File: src/rtl/lfsr_gen.sv
// Parametrised Fibonacci LFSR with step enable, runtime seed load and hardware period measurement.
// Optional zero-state recovery is enabled by defining LFSR_ZERO_RECOVER_EN.
module lfsr_gen #(
  parameter int unsigned      WIDTH = 5,
  parameter logic [WIDTH-1:0] TAPS  = 5'b01001,
  parameter logic [WIDTH-1:0] SEED  = 5'b11111
) (
  input  logic             clk,
  input  logic             rst,
  input  logic             en,
  input  logic             load,
  input  logic [WIDTH-1:0] seed_in,
  output logic             out,
  output logic [WIDTH-1:0] state,
  output logic             period_done,
  output logic [WIDTH-1:0] period,
  output logic             stuck
);

`ifdef LFSR_ZERO_RECOVER_EN
  localparam bit ZeroRecover = 1'b1;
`else
  localparam bit ZeroRecover = 1'b0;
`endif

  localparam logic [WIDTH-1:0] One = {{(WIDTH-1){1'b0}}, 1'b1};

  logic [WIDTH-1:0] state_q, start_q, cnt_q, period_q;
  logic [WIDTH-1:0] nxt;
  logic             done_q, stuck_q;
  logic             cnt_sat, recover;

  always_comb begin
    nxt     = {^(state_q & TAPS), state_q[WIDTH-1:1]};
    cnt_sat = &cnt_q;
    recover = ZeroRecover && (state_q == '0);
  end

  always_ff @(posedge clk) begin
    if (rst) begin
      state_q  <= SEED;
      start_q  <= SEED;
      cnt_q    <= '0;
      period_q <= '0;
      done_q   <= 1'b0;
      stuck_q  <= 1'b0;
    end else if (load) begin
      state_q <= seed_in;
      start_q <= seed_in;
      cnt_q   <= '0;
      done_q  <= 1'b0;
      // A zero load leaves the flag alone; only a usable seed clears it.
      if (seed_in != '0) stuck_q <= 1'b0;
    end else if (en) begin
      if (recover) begin
        state_q <= SEED;
        start_q <= SEED;
        cnt_q   <= '0;
        done_q  <= 1'b0;
        stuck_q <= 1'b1;
      end else begin
        state_q <= nxt;
        // A saturated count means the period is unrepresentable, so never report it.
        if (nxt == start_q && !cnt_sat) begin
          done_q   <= 1'b1;
          period_q <= cnt_q + One;
          cnt_q    <= '0;
        end else begin
          done_q <= 1'b0;
          if (!cnt_sat) cnt_q <= cnt_q + One;
        end
      end
    end else begin
      done_q <= 1'b0;
    end
  end

  assign out         = state_q[0];
  assign state       = state_q;
  assign period_done = done_q;
  assign period      = period_q;
  assign stuck       = stuck_q;

endmodule

File: config.mk
export PLATFORM = sky130hd
export DESIGN_NAME = lfsr_gen
export DESIGN_NICKNAME = d
export VERILOG_FILES = /design/src/rtl/lfsr_gen.sv
export SDC_FILE = /design/constraint.sdc
export NUM_CORES = 1
export LEC_CHECK = 0
export CAP_MARGIN = 20
export CORE_MARGIN = 5
export CORE_UTILIZATION = 44
export CTS_CLUSTER_DIAMETER = 100
export CTS_CLUSTER_SIZE = 8
export DETAILED_ROUTE_END_ITERATION = 8
export GPL_TIMING_DRIVEN = 0
export PLACE_DENSITY_LB_ADDON = 0.15
export SETUP_SLACK_MARGIN = 0.3
export SLEW_MARGIN = 40
export SYNTH_ARGS = -nofsm -noshare
export SYNTH_HDL_FRONTEND = slang
export SYNTH_SLANG_ARGS = --single-unit
File: constraint.sdc
create_clock -name clk -period 2.35 [get_ports clk]
set_input_delay 0.235 -clock clk [delete_from_list [all_inputs] [get_ports clk]]
set_output_delay 0.235 -clock clk [all_outputs]
set_load 0.05 [all_outputs]
### Word level (Yosys, flattened, before mapping)

Cells that the tools add are included.

* register bits after elaboration: 21
* latch bits: 0
* RAM bits: 0
* bits in read-only memories: 0
* output and inout bits: 13
* logic and storage cells: 24
* memories kept: 0

* add/sub/neg operators: 1
* multiply operators: 0
* divide/modulo/power cells: 0
* order comparisons: 0
* equality and inequality tests: 2
* shift-type cells: 0
* mux-type cells: 5
* bitwise gates (word level): 2
* reduce and logical (&&, ||, !) cells: 9

Operators with widths (number)
* $mux W5: 4
* $add A5 B1 Y5 const B: 1
* $eq A5 B5 Y1: 1
* $reduce_and A5 Y1: 1
* $reduce_xor A5 Y1: 1
* $reduce_and A3 Y1: 1
* $reduce_or A3 Y1: 1
* $ne A2 B1 Y1 const B: 1
* $not A1 Y1: 2
* $reduce_and A2 Y1: 1
* $reduce_bool A2 Y1: 1
* $reduce_or A2 Y1: 1
* $logic_and A1 B1 Y1: 1
* $logic_not A1 Y1: 1
* $mux W1: 1

### Longest topological paths before layout

* depth in word-level cells: 5
* mapped depth: 7

### Worst setup path after synthesis

No wires, ideal clock.

* path kind: register to register
* start point: reg cnt_q[0]
* end point: reg period_q[0], in the netlist period[0]
* setup time: 0.121 ns
* data arrival time: 2.105 ns
* required time: 2.229 ns
* slack: 0.123 ns
* stages on the path, launching flop included: 8
* path buffers: 1
* clock period less this slack: 2.227 ns
* cells stage by stage: dfxtp_1 ha_1 and3_1 ha_1 or3_1 or4_1 buf_6 mux2_4

* word-level cells in the longest chain between the ends: 4

RTL lines
* start, declared: RTL line 28 `logic [WIDTH-1:0] state_q, start_q, cnt_q, period_q;`
* start signal, assigned: RTL line 70 `if (!cnt_sat) cnt_q <= cnt_q + One;`
* parallel branches: the longest is 4 deep, another holds $add A5 B1 Y5
* end signal, assigned: RTL line 66 `period_q <= cnt_q + One;`
* end, declared: RTL line 28

Several ways; the timed one is not identified.
A chain may end at the register's enable or synchronous reset.

### Worst setup path in the final report

Ends and elaborated chain as after synthesis.

==> results.py <==
metrics = {
    "setup_path": {
        "r2r_slack_ns": 0.23,
        "crit_type": "register to register",
        "endpoint": "period[0]",
        "reg2reg_from": "cnt_q[0]",
        "ff2ff_path_depth": 7,
        "startpoint_type": "register",
        "r2r_end": "period[0]",
        "cp-end-kind": "register",
        "worst_ep_required_time_ns": 2.55,
        "critPathMaxFanout": 4,
        "worstPathArrival_ns": 2.32,
        "cp-startpoint": "cnt_q[0]",
    },
    "finish": {
        "mostFrequentLayoutCell": "clkdlybuf4s50_1",
        "layout_common_cells": "clkdlybuf4s50_1 (19), dfxtp_1 (17), nor2b_1 (11)",
        "layoutNonFillerInstCount": 160,
        "utilization_pct": 60.7,
        "drive_gt1_share_pct": 17.4,
        "n_fill_cell": 208,
        "postLayoutCellArea_um2": 1340,
        "layout.nets": 144,
        "areaGrowthSynthToFinish_pct": 32.5,
        "diodes": 0,
    },
    "synth": {
        "synth_edf_count": 0,
        "synth-simple-area-share_pct": 19.8,
        "synth_mux_area_share_pct": 5.93,
        "synthXorXnorAreaFrac_pct": 9.14,
        "async_flop_share_pct": 0,
        "synth_ff_type": "dfxtp_1",
        "ys_seq_area_share_pct": 41.5,
        "synth_compound_area_share_pct": 15.7,
        "synth_nets": 116,
        "synth_area_um2": 1010,
        "synthCells": 105,
        "avgSynthCellArea_um2": 9.65,
        "synth_cell_types": 31,
        "synth-seq-cells": 21,
        "synthAdderAreaFrac_pct": 2.47,
        "synth_top_family_by_area": "simple AND/OR/NAND/NOR gates",
        "yosys_warnings": 0,
    },
    "place": {
        "dp.cells": 152,
        "port-buffer-count": 19,
        "place_area_um2": 1270,
        "dp_hpwl_mm": 1.59,
        "place_congestion": 0.698,
    },
    "route": {
        "via_per_inst": 4.97,
        "ant_nets": 0,
        "drc_errors": 0,
        "vias": 795,
        "drt_iter0_drc": 6,
        "wl_mm": 2.13,
        "wire_per_inst_um": 13.3,
        "dr.pass1.iters": 4,
    },
    "global_route": {
        "grt.total_usage_pct": 13.6,
        "antenna_found_initial": 0,
        "grt_max_degree": 12,
        "grt_pass1_wl_mm": 3.57,
        "grt_pass1_vias": 777,
        "grt-ovfl-total": 0,
    },
    "clocking": {
        "clkLatencyLatePin_ns": 0.30,
        "cts.clk_slew.worst_paths_ns": 0.11,
        "cts.sinks": 21,
        "root_buffer": "clkbuf_4",
        "cts_tree": "built",
        "numCtsBuffers": 3,
        "clk_path_buf_depth": 2,
        "cts.htree.levels": 1,
    },
    "timing": {
        "rsz0062_at_grt": "yes",
        "tns_ns": 0,
        "slew_violations": 0,
        "setup_viol": 0,
        "min_period_ns": 2.12,
        "fmax_mhz": 472,
        "relSlewSlack_pct": 66.5,
        "worst_slew_pin_slew_ns": 0.501,
        "fin_skew_ns": 0.00661,
        "fin_crit_sh_pct": 90.2,
        "hold_viol_final": 0,
        "holdWs_ns": 0.478,
    },
    "pwr": {
        "leakage_nw": 0.556,
        "power_per_cell_area_nw_per_um2": 522,
        "clockPowerShare_pct": 24.4,
        "power.switching_uw": 196,
        "p_int_uw": 505,
        "power_frac_seq_pct": 54.8,
        "ir_drop_mv": 0.386,
        "p_sw_share_pct": 28.0,
        "p_comb_share_pct": 20.9,
    },
    "floorplanning": {
        "fp.dieH_um": 58.0,
        "die_x_um": 58.0,
        "std_cell_rows": 17,
        "initial_core_util_pct": 45.8,
        "io_pins": 22,
        "dieArea_um2": 3360,
        "core_area_um2": 2210,
    },
    "min_path": {
        "worstHoldPathCells": 3,
        "hp-class": "input port to register",
    },
    "flow_run": {
        "max_cap_viol_count": 0,
    },
    "status": {
        "status": "complete, no violations",
    },
}
==> stage by stage <==
stage | worst slack, ns | total power, mW
2_1_floorplan | 0.216 | 0.486
3_3_place_gp | 0.160 | 0.528
3_5_place_dp | 0.128 | 0.532
4_1_cts | 0.223 | 0.713
5_1_grt | 0.194 | 0.735
6_report | 0.231 | 0.701
==> cells in the mapped netlist (2+ instances only) <==
cell type | number | area [µm²]
o21ai_0 | 2 | 10.0
mux2i_1 | 3 | 30.0
inv_1 | 2 | 7.51
o21bai_1 | 8 | 60.1
and2_1 | 2 | 12.5
a21oi_1 | 2 | 10.0
nor2_1 | 8 | 30.0
dfxtp_1 | 21 | 420
nand3_1 | 2 | 10.0
nand2b_1 | 6 | 37.5
a211oi_1 | 4 | 30.0
a32o_1 | 3 | 30.0
buf_4 | 2 | 15.0
xor2_1 | 2 | 17.5
xnor2_1 | 6 | 52.6
clkbuf_1 | 5 | 18.8
ha_1 | 2 | 25.0
mux2_4 | 2 | 30.0
nor2b_1 | 11 | 68.8
==> registers in the layout (all words and copies together) (netlist names) <==
name,count
state,5
period,5
start_q,5
period_done,1
cnt_q,5
==> cells by family (layout without fill, tap and decap cells) <==
logic type                 after synthesis  after routing
AOI/OAI and AO/OA                       21             21
xor gates and xnor gates                 9              9
adders and majority gates                2              2
buffers and inverters                   10             37
DFF                                     21             21
muxes                                    5              5
other                                    1              1
and+or+nand+nor                         36             36
==> final cells by class <==
cell class	count	area (µm²)	area share [%]
inverters	2	7.51	0.559
multi-input cells	74	579	43.1
clock buffers	4	26.3	1.96
flip-flops and latches	21	428	31.9
repair buffers	23	220	16.4
well taps	28	35.0	2.61
plain buffers	8	46.3	3.45
==> worst max-delay path, stage by stage, from the launching register on <==
cell,delay [ns]
dfxtp_4,0.37
ha_4,0.16
and3_4,0.18
ha_4,0.15
or3_4,0.32
or4_4,0.42
buf_6,0.14
mux2_4,0.28
==> routing by layer <==
layer / up-vias / part of all wire (%) / track usage (%)
li1: 413 / - / -
met1: 360 / 48 / 18.4
met2: 17 / 43 / 20.3
met3: 5 / 6.0 / 2.90
met4: 0 / 2.3 / 6.95
met5: - / 0 / 0
==> power by group through the flow <==
stage                     combinational, mW  clock (mW)  sequential, mW
after floorplan                      0.0716           0           0.415
after global placement                0.136           0           0.393
after detailed placement              0.138           0           0.393
after CTS                             0.146       0.182           0.384
after global routing                  0.157       0.192           0.386
final                                 0.146       0.171           0.384
==> how the worst min path moves through the flow <==
| stage | slack, ns | from | to |
|---|---|---|---|
| 2_1_floorplan | 0.38 | seed_in[4] | start_q[4] |
| 3_3_place_gp | 0.46 | start_q[4] | start_q[4] |
| 3_5_place_dp | 0.47 | period[3] | period[3] |
| 4_1_cts | 0.47 | load | state[2] |
| 5_1_grt | 0.50 | period[3] | period[3] |
| 6_report | 0.48 | load | state[2] |
==> timing repair <==
action | in CTS | in global routing
cloned | 0 | 0
endpoints found under the hold margin | 0 | 0
endpoints found under the setup margin | 5 | 6
pin swaps | 2 | 0
hold buffers | 0 | 0
gates resized for setup | 3 | 2
setup buffers | 4 | 0
Note: power is estimated with default switching activity, not from simulation.
